**config.mk**
```make
export PLATFORM = sky130hd
export DESIGN_NAME = banco_arbiter
export DESIGN_NICKNAME = d
export VERILOG_FILES = /design/src/rtl/banco_arbiter_pkg.sv /design/src/rtl/banco_arbiter.sv
export SDC_FILE = /design/constraint.sdc
export NUM_CORES = 1
export LEC_CHECK = 0
export CORE_AREA = 2 2 98 123
export DETAILED_ROUTE_END_ITERATION = 10
export DIE_AREA = 0 0 100 125
export HOLD_SLACK_MARGIN = 0.03
export PLACE_DENSITY = 0.75
export SETUP_SLACK_MARGIN = 0.2
export SYNTH_ARGS = -nofsm -noshare
export SYNTH_HDL_FRONTEND = slang
export SYNTH_SLANG_ARGS = --single-unit
```
**constraint.sdc**
```tcl
create_clock -name clock -period 4.76 [get_ports clock]
set_input_delay 0.952 -clock clock [delete_from_list [all_inputs] [get_ports clock]]
set_output_delay 0.952 -clock clock [all_outputs]
set_load 0.005 [all_outputs]
```
**src/rtl/banco_arbiter_pkg.sv**
```systemverilog
// Shared encodings for the banco register-bank arbiter: FSM states,
// grant identifiers and the hard-wired zero register index.
package banco_arbiter_pkg;

    typedef enum logic [2:0] {
        ST_IDLE   = 3'd0,
        ST_RD_RS  = 3'd1,
        ST_RD_RT  = 3'd2,
        ST_RD_CAP = 3'd3,
        ST_RD_ACK = 3'd4,
        ST_WR     = 3'd5,
        ST_WR_ACK = 3'd6
    } state_t;

    localparam logic [4:0] REG_ZERO = 5'd0;

    localparam logic GRANT_RD = 1'b0;
    localparam logic GRANT_WR = 1'b1;

endpackage

```
**src/rtl/banco_arbiter.sv**
```systemverilog
// Serialises operand reads and write-backs onto the single-port banco bank,
// alternating between requesters on contention and forcing register 0 to zero.
module banco_arbiter
    import banco_arbiter_pkg::*;
#(
    parameter int DATA_W = 32,
    parameter int ADDR_W = 5
) (
    input  logic              clock,
    input  logic              reset,
    input  logic              rd_req,
    input  logic [ADDR_W-1:0] rs_addr,
    input  logic [ADDR_W-1:0] rt_addr,
    output logic              rd_ack,
    output logic [DATA_W-1:0] rs_data,
    output logic [DATA_W-1:0] rt_data,
    input  logic              wr_req,
    input  logic [ADDR_W-1:0] wr_addr,
    input  logic [DATA_W-1:0] wr_data,
    output logic              wr_ack,
    output logic              busy,
    output logic [ADDR_W-1:0] bank_address,
    output logic              bank_enable_write,
    output logic              bank_enable_read,
    output logic [DATA_W-1:0] bank_in_data,
    input  logic [DATA_W-1:0] bank_out_data
);

    localparam logic [ADDR_W-1:0] ZERO_IDX = ADDR_W'(REG_ZERO);

    state_t            state_q, state_d;
    logic              last_grant_q, last_grant_d;
    logic [ADDR_W-1:0] rs_q, rs_d;
    logic [ADDR_W-1:0] rt_q, rt_d;
    logic [ADDR_W-1:0] wa_q, wa_d;
    logic [DATA_W-1:0] wd_q, wd_d;
    logic [DATA_W-1:0] rs_data_q, rs_data_d;
    logic [DATA_W-1:0] rt_data_q, rt_data_d;

    always_ff @(posedge clock or posedge reset) begin
        if (reset) begin
            state_q      <= ST_IDLE;
            last_grant_q <= GRANT_RD;
            rs_q         <= '0;
            rt_q         <= '0;
            wa_q         <= '0;
            wd_q         <= '0;
            rs_data_q    <= '0;
            rt_data_q    <= '0;
        end else begin
            state_q      <= state_d;
            last_grant_q <= last_grant_d;
            rs_q         <= rs_d;
            rt_q         <= rt_d;
            wa_q         <= wa_d;
            wd_q         <= wd_d;
            rs_data_q    <= rs_data_d;
            rt_data_q    <= rt_data_d;
        end
    end

    always_comb begin
        state_d      = state_q;
        last_grant_d = last_grant_q;
        rs_d         = rs_q;
        rt_d         = rt_q;
        wa_d         = wa_q;
        wd_d         = wd_q;
        rs_data_d    = rs_data_q;
        rt_data_d    = rt_data_q;
        case (state_q)
            ST_IDLE: begin
                // On contention the requester that did not win last time goes first.
                if (wr_req && (!rd_req || last_grant_q == GRANT_RD)) begin
                    state_d      = ST_WR;
                    last_grant_d = GRANT_WR;
                    wa_d         = wr_addr;
                    wd_d         = wr_data;
                end else if (rd_req) begin
                    state_d      = ST_RD_RS;
                    last_grant_d = GRANT_RD;
                    rs_d         = rs_addr;
                    rt_d         = rt_addr;
                end
            end
            ST_RD_RS:  state_d = ST_RD_RT;
            ST_RD_RT: begin
                state_d   = ST_RD_CAP;
                rs_data_d = (rs_q == ZERO_IDX) ? '0 : bank_out_data;
            end
            ST_RD_CAP: begin
                state_d   = ST_RD_ACK;
                rt_data_d = (rt_q == ZERO_IDX) ? '0 : bank_out_data;
            end
            ST_RD_ACK: state_d = ST_IDLE;
            ST_WR:     state_d = ST_WR_ACK;
            ST_WR_ACK: state_d = ST_IDLE;
            default:   state_d = ST_IDLE;
        endcase
    end

    // Bank-side and handshake outputs are pure state decode so reset clears them at once.
    always_comb begin
        bank_address      = '0;
        bank_enable_read  = 1'b0;
        bank_enable_write = 1'b0;
        bank_in_data      = '0;
        rd_ack            = 1'b0;
        wr_ack            = 1'b0;
        case (state_q)
            ST_RD_RS: begin
                bank_address     = rs_q;
                bank_enable_read = 1'b1;
            end
            ST_RD_RT: begin
                bank_address     = rt_q;
                bank_enable_read = 1'b1;
            end
            ST_RD_ACK: rd_ack = 1'b1;
            ST_WR: begin
                bank_address      = wa_q;
                bank_in_data      = wd_q;
                bank_enable_write = (wa_q != ZERO_IDX);
            end
            ST_WR_ACK: wr_ack = 1'b1;
            default: ;
        endcase
    end

    assign busy    = (state_q != ST_IDLE);
    assign rs_data = rs_data_q;
    assign rt_data = rt_data_q;

endmodule

```
== Yosys cells after proc, flatten, opt, wreduce, memory -nomap -nowiden ==
Cells that the tools add are included.

* Register bits: 115
* Bits of input ports: 83
* Output and inout port bits: 106
* Word-level logic and storage cells: 43

* Equal/unequal tests: 7
* Multiplexer cells: 13
* Bitwise operators: 2
* Reductions and logical operators: 13

{| class="wikitable"
|+ Operators with widths
! operator !! number
|-
| 32-bit two-way mux || 3
|-
| 3-bit one-hot mux with 5 select lines || 1
|-
| 5-bit one-hot mux with 3 select lines || 1
|-
| 5-bit logical NOT || 2
|-
| 3-bit equality test (second input constant) || 3
|-
| 3-bit by 2-bit equality test with 1-bit output (second input constant) || 2
|-
| 1-bit two-way mux || 6
|-
| 3-bit two-way mux || 2
|-
| 5-bit nonzero test || 1
|-
| 2-bit AND reduction || 2
|-
| 3-bit by 1-bit equality test with 1-bit output (second input constant) || 1
|-
| 3-bit logical NOT || 1
|-
| 3-bit != test (second input constant) || 1
|-
| 3-bit AND reduction || 1
|-
| 3-bit nonzero test || 1
|-
| 1-bit NOT || 2
|-
| 2-bit nonzero test || 1
|-
| 2-bit OR reduction || 1
|-
| 1-bit logical AND || 1
|-
| 1-bit logical NOT || 1
|-
| 1-bit logical OR || 1
|}

== Depth between registers and ports, before layout ==
Gate-level depths: netlist of run 1.

* Depth after elaboration: 5
* Depth in mapped cells: 5
* Mapped depth without buffers: 3

== Least setup slack after synthesis of run 1 ==
No wires, ideal clock.

* Path kind: flip-flop to output port
* From: reg state_q[0]
* To: out bank_in_data[10]
* Arrival: 1.247 ns
* Required time: 3.808 ns
* Path slack: 2.561 ns
* Cell stages (with the launch flop): 6
* Path buffers: 2
* Cell sequence: dfrtp_1 buf_2 nand2_1 nor2_2 clkbuf_1 and2_1

* Cells in the longest elaborated chain, start to end: 2

{| class="wikitable"
|+ Ends and longest elaborated chain
! item !! RTL line !! RTL
|-
| start: declaration || banco_arbiter.sv:31 || <nowiki>state_t state_q, state_d;</nowiki>
|-
| start signal: assignment || banco_arbiter.sv:51 || <nowiki>state_q <= state_d;</nowiki>
|-
| 3-bit equality test || banco_arbiter.sv:110 || <nowiki>case (state_q)</nowiki>
|-
| 32-bit two-way mux || banco_arbiter.sv:110 ||
|-
| end: declaration || banco_arbiter.sv:25 || <nowiki>output logic [DATA_W-1:0] bank_in_data,</nowiki>
|}

No other way between the ends.

== Worst setup path in the final report of run 1 ==
* From: reg state_q[2]
* To: out bank_in_data[14]

Same word-level chain as after synthesis.

==> metrics.txt, run 1 <==
EDFF count, synth 0; RSZ-0062 raised after global routing false; Synth Flop Type dfrtp_1; global-route wire length before repair 20300 µm; crit end category primary output; register area share after synthesis 0.591; grt met3 use 0.0660; count leader, synth dfrtp_1; Hold WS 0.480 ns; GR Overflow Total 0; CTS sink cnt 115; Worst Reg-to-Reg Cells 3; height of the die 125 µm; Least-Margin Pin Slew 1.17 ns; setup bufs post-CTS 0; post-cts resize count 0; WP data arrival 2.96 ns; die area 12500 µm²; pin count of the biggest net entering global routing 59; Core Footprint 11500 µm²; # hold bufs at CTS 0; Placed Instances 730; DRC errors left 0; Worst-path clk slew 0.06 ns; routed wire length 12600 µm; drt first-iter violations 167; Synthesis Warnings 0; leading area contributor after synthesis dfrtp_1; Bufs on Longest Clock Path 2; area delta synth->final 53.3%; total track usage 0.207; Setup CP Type register to primary output; CTS H-Tree Depth 4; post-synthesis mux area share 0.109; Synth Area in XOR/XNOR 0; final critical-path share of the clock period 0.821; Commonest cells post-synth dfrtp_1 (115), nand2_1 (100), o2bb2ai_1 (36), and2_1 (32), mux2_1 (30); Avg Cell Area, Syn 11.4 µm²; Final Hold Fails 0; worst skew pair latency 0.41 ns; pwr dens 659 nW/µm²; IO buf count 188; Slew headroom 0.217; CP Max Fanout 37; syn nets 510; Layout Utilization 0.652; antenna viol nets, final 0; dpl hpwl 8780 µm; clk_skew 0.00914 ns; Simple-Gate Fraction of Synth Area 0.150; Fillers 890; setup TNS 0 ns; Vias 3872; largest family of logic cells by synthesized area simple AND/OR/NAND/NOR gates; Netlist cell types 36; post-synthesis adder-cell area fraction 0; Clock Root Buffer clkbuf_16; Hold WC Path Type register to register; synthesized instance count 427; Final GP Congestion 0.816; drt first pass iters 4; status finished, final reports clean; CTS tree built; grt peak-use layer met2; initial antenna violation count 0; Avg WL per Cell 16.5 µm; vias in the first global route 4043; met1 Use GR 0.251; # diodes 0; Final nets 694; mapped cell area 4870 µm²; FP Rows 44; Starting Density 0.425; worst path required time 3.81 ns; Synth async-reset ratio 1.00; Max Clock Freq 256 MHz; CTS Buf Count 17; MaxCap Viol Count 0; hold path cells 1; leakage 3.11 nW; layout cells sized above 1 0.103; met2 global-route usage 0.342; Vias per Instance 5.08; Ports 189; top cells by area, synth dfrtp_1 (59%), nand2_1 (7.7%), mux2_1 (6.9%), o2bb2ai_1 (6.5%), and2_1 (4.1%); Final Max Tran Viols 0; Synth Register Bits 115; dpl ws 1.24 ns; Final setup viols 0; Die Wd 100 µm; worst setup slack after layout 0.853 ns; post-synthesis compound-gate area fraction 0.118; Tmin final 3.91 ns; CP Launch Type register; Synth top area share 0.591; peak supply drop 262 µV; Final Non-Filler Cells 762
kinds of logic (layout without fill, tap and decap cells):
kind of cell	count (synthesis)	count (layout)
and+or+nand+nor	153	153
buffers and inverters	31	228
AOI/OAI and AO/OA	81	81
muxes	47	47
DFF	115	115
where the power goes:
part	switching (W)	internal [W]	leakage, nW
logic	0.000694	0.00108	1.40
clock network	0.000470	0.000881	0.308
registers	0.000323	0.00147	1.40
registers in the layout, summed over array words and instances (netlist names):
register,flops
last_grant_q,1
rs_data,32
rs_q,5
rt_data,32
rt_q,5
state_q,3
wa_q,5
wd_q,32
layer usage:
metal	share of wire	vias up	wire [µm]
met5	0	-	0
met4	0.020	0	256
met3	0.083	21	1040
met2	0.50	165	6240
met1	0.40	1844	5030
li1	-	1842	-
cells in the final DEF (no fill, tap or decap), drive strengths merged, types with 8 or more instances in the layout:
cell           count
o2bb2ai           36
clkdlybuf4s50    188
dfrtp            115
clkbuf            17
nand2            101
clkinv             8
o21ai             32
and2              32
mux2              47
metrics by stage:
step / total power [W] / cell area, µm²
after floorplan: 0.00258 / 4870
after global placement: 0.00351 / 6830
after detailed placement: 0.00359 / 6830
after CTS: 0.00497 / 7460
after global routing: 0.00521 / 7460
final: 0.00492 / 7460
path summary, 6_finish.rpt:
kind                            start                to  slack [ns]
setup / recovery           state_q[2]  bank_in_data[14]        0.85
hold / removal               wd_q[29]          wd_q[29]        0.48
setup reg to reg              rt_q[0]       rt_data[31]        2.53
hold reg to reg              wd_q[29]          wd_q[29]        0.48
max in group asynchronous       reset       rs_data[28]        2.84
min in group asynchronous       reset          wd_q[29]        1.01
layout make-up:
type	count	area, µm²	area share
sequential	115	2880	0.386
tap	138	173	0.0231
multi-input combinational	281	1850	0.247
clock inverter	15	208	0.0278
clock buffer	17	425	0.0570
timing repair buffer	193	1920	0.257
inverter	3	13.8	0.00184
worst max-delay path, cell delays in order, from the launching register on:
cell and delay [ns]:
dfrtp_1 0.67, nand2_1 0.19, nor2_2 0.90, and2_1 0.24, clkdlybuf4s50_1 0.54
(Power assumes the default switching activity.)
==> inputs of run 2 (changes only) <==
--- a/config.mk
+++ b/config.mk
@@ -5,11 +5,11 @@
 export SDC_FILE = /design/constraint.sdc
 export NUM_CORES = 1
 export LEC_CHECK = 0
-export CORE_AREA = 2 2 98 123
+export CORE_AREA = 2 2 102 129
 export DETAILED_ROUTE_END_ITERATION = 10
-export DIE_AREA = 0 0 100 125
+export DIE_AREA = 0 0 104 131
 export HOLD_SLACK_MARGIN = 0.03
-export PLACE_DENSITY = 0.75
+export PLACE_DENSITY = 0.72
 export SETUP_SLACK_MARGIN = 0.2
 export SYNTH_ARGS = -nofsm -noshare
 export SYNTH_HDL_FRONTEND = slang
==> constraint.sdc (replaced) <==
create_clock -name clock -period 3.1 [get_ports clock]
set_input_delay 0.62 -clock clock [delete_from_list [all_inputs] [get_ports clock]]
set_output_delay 0.62 -clock clock [all_outputs]
set_load 0.005 [all_outputs]
==> metrics.txt, run 2 (synthesis results as in run 1) <==
status finished, final reports clean; Top delay family on crit path buffers and inverters; worst skew pair latency 0.40 ns (about the same); CTS tree built; GR Overflow Total 0 (unchanged); Worst-path clk slew 0.06 ns (about the same); dpl ws 0.543 ns (-0.695 ns); Setup CP Type register to primary output; Hold WC Path Type register to register; Final Hold Fails 0 (unchanged); leakage 3.13 nW (+0.53%); total track usage 0.188 (-0.0188); pwr dens 1000 nW/µm² (+52%); height of the die 131 µm (+4.8%); MaxCap Viol Count 0 (unchanged); Tmin final 2.77 ns; FP Rows 46 (+4.5%); Placed Instances 764 (+4.7%); peak supply drop 411 µV (+57%); CP Launch Type register; Vias per Instance 4.92 (-3.2%); IO buf count 188 (unchanged); drt first-iter violations 141 (-16%); Max Clock Freq 361 MHz; area delta synth->final 55.2%; Core Footprint 12400 µm² (+8.6%); Final Non-Filler Cells 796 (+4.5%); CP Cell Sequence nor2b_2 -> a22oi_1 -> o2bb2ai_1 -> clkdlybuf4s50_1; setup TNS 0 ns (unchanged); dpl hpwl 8640 µm (-1.7%); Final nets 698 (+0.58%); CTS Buf Count 17 (unchanged); DRC errors left 0 (unchanged); drt first pass iters 4 (unchanged); Avg WL per Cell 15.6 µm (-5.2%); Buf+Inv Stages, Crit Path 1 (unchanged); CTS H-Tree Depth 4 (unchanged); most common cell after layout, fill and taps aside clkdlybuf4s50_1; RSZ-0062 raised after global routing false; Clock Root Buffer clkbuf_16; worst path required time 2.48 ns (-1.33 ns); antenna viol nets, final 0 (unchanged); Ports 189 (unchanged); global-route wire length before repair 20200 µm (-0.71%); Final Max Tran Viols 0 (unchanged); CTS sink cnt 115 (unchanged); worst setup slack after layout 0.333 ns (-0.520 ns); crit end category primary output; CP Max Fanout 15 (-59%); Final GP Congestion 0.852 (+4.4%); Die Wd 104 µm (+4.0%); most frequent cells in the layout clkdlybuf4s50_1 (188), dfrtp_1 (113), nand2_1 (100); Starting Density 0.392 (-0.0335); Fillers 1048 (+18%); initial antenna violation count 0 (unchanged); Final setup viols 0 (unchanged); Least-Margin Pin Slew 0.596 ns (-0.579 ns); Slew headroom 0.603 (+0.386); Crit path largest cell delay 0.54 ns (-0.36 ns); routed wire length 12400 µm (-1.0%); # hold bufs at CTS 0 (unchanged); die area 13600 µm² (+9.0%); Hold WS 0.473 ns (-0.00740 ns); slowest CP cell clkdlybuf4s50_1; pin count of the biggest net entering global routing 116 (+97%); clk_skew 0.00913 ns (-0.0000166 ns); Vias 3915 (+1.1%); layout cells sized above 1 0.115 (+0.0121); Bufs on Longest Clock Path 2 (unchanged); setup bufs post-CTS 0 (unchanged); WP data arrival 2.15 ns (-0.81 ns); # diodes 0 (unchanged); final critical-path share of the clock period 0.893; vias in the first global route 4054 (+0.27%)
[run 2: worst paths after layout]
path,startpoint,endpoint,slack (ns),cells past startpoint
max,state_q[1],bank_address[4],0.33,4
min,rt_data[23],rt_data[23],0.47,2
max reg2reg,state_q[2],wd_q[15],1.33,4
min reg2reg,rt_data[23],rt_data[23],0.47,2
max in group asynchronous,reset,state_q[0],1.89,3
min in group asynchronous,reset,rt_q[4],0.76,3
[run 2: layout make-up]
type / instances / area [µm²] / share of cell area
clock buffers: 17 / 425 / 0.0563
clock inverters: 15 / 206 / 0.0273
inverters: 3 / 15.0 / 0.00199
multi-input cells: 281 / 1850 / 0.245
flip-flops and latches: 115 / 2880 / 0.381
well taps: 168 / 210 / 0.0278
repair buffers: 197 / 1970 / 0.260
[run 2: where the power goes]
group | total (W) | switching (W) | internal (W)
combinational | 0.00278 | 0.00109 | 0.00169
clock | 0.00207 | 0.000716 | 0.00135
sequential | 0.00271 | 0.000460 | 0.00225
[run 2: layer usage]
metal / up-vias / part of all wire / track usage
met5: - / 0 / 0
met4: 0 / 0.014 / 0.0747
met3: 15 / 0.081 / 0.0675
met2: 172 / 0.49 / 0.321
met1: 1879 / 0.41 / 0.218
li1: 1849 / - / -
[run 2: metrics by stage]
stage	area [µm²]	util	power, W
2_1_floorplan	4870	-	0.00396
3_3_place_gp	6910	0.556	0.00542
3_5_place_dp	6910	0.556	0.00553
4_1_cts	7550	0.607	0.00765
5_1_grt	7550	0.608	0.00806
6_report	7550	0.608	0.00756
[run 2: worst min-delay path, stage by stage (launching register included)]
cell     delay, ns
dfrtp_1       0.34
nand2_1       0.04
o21ai_0       0.06
[run 2: timing repair]
item | in CTS | in global routing
pin swaps | 0 | 0
resized for setup | 3 | 2
endpoints found under the setup margin | 37 | 26
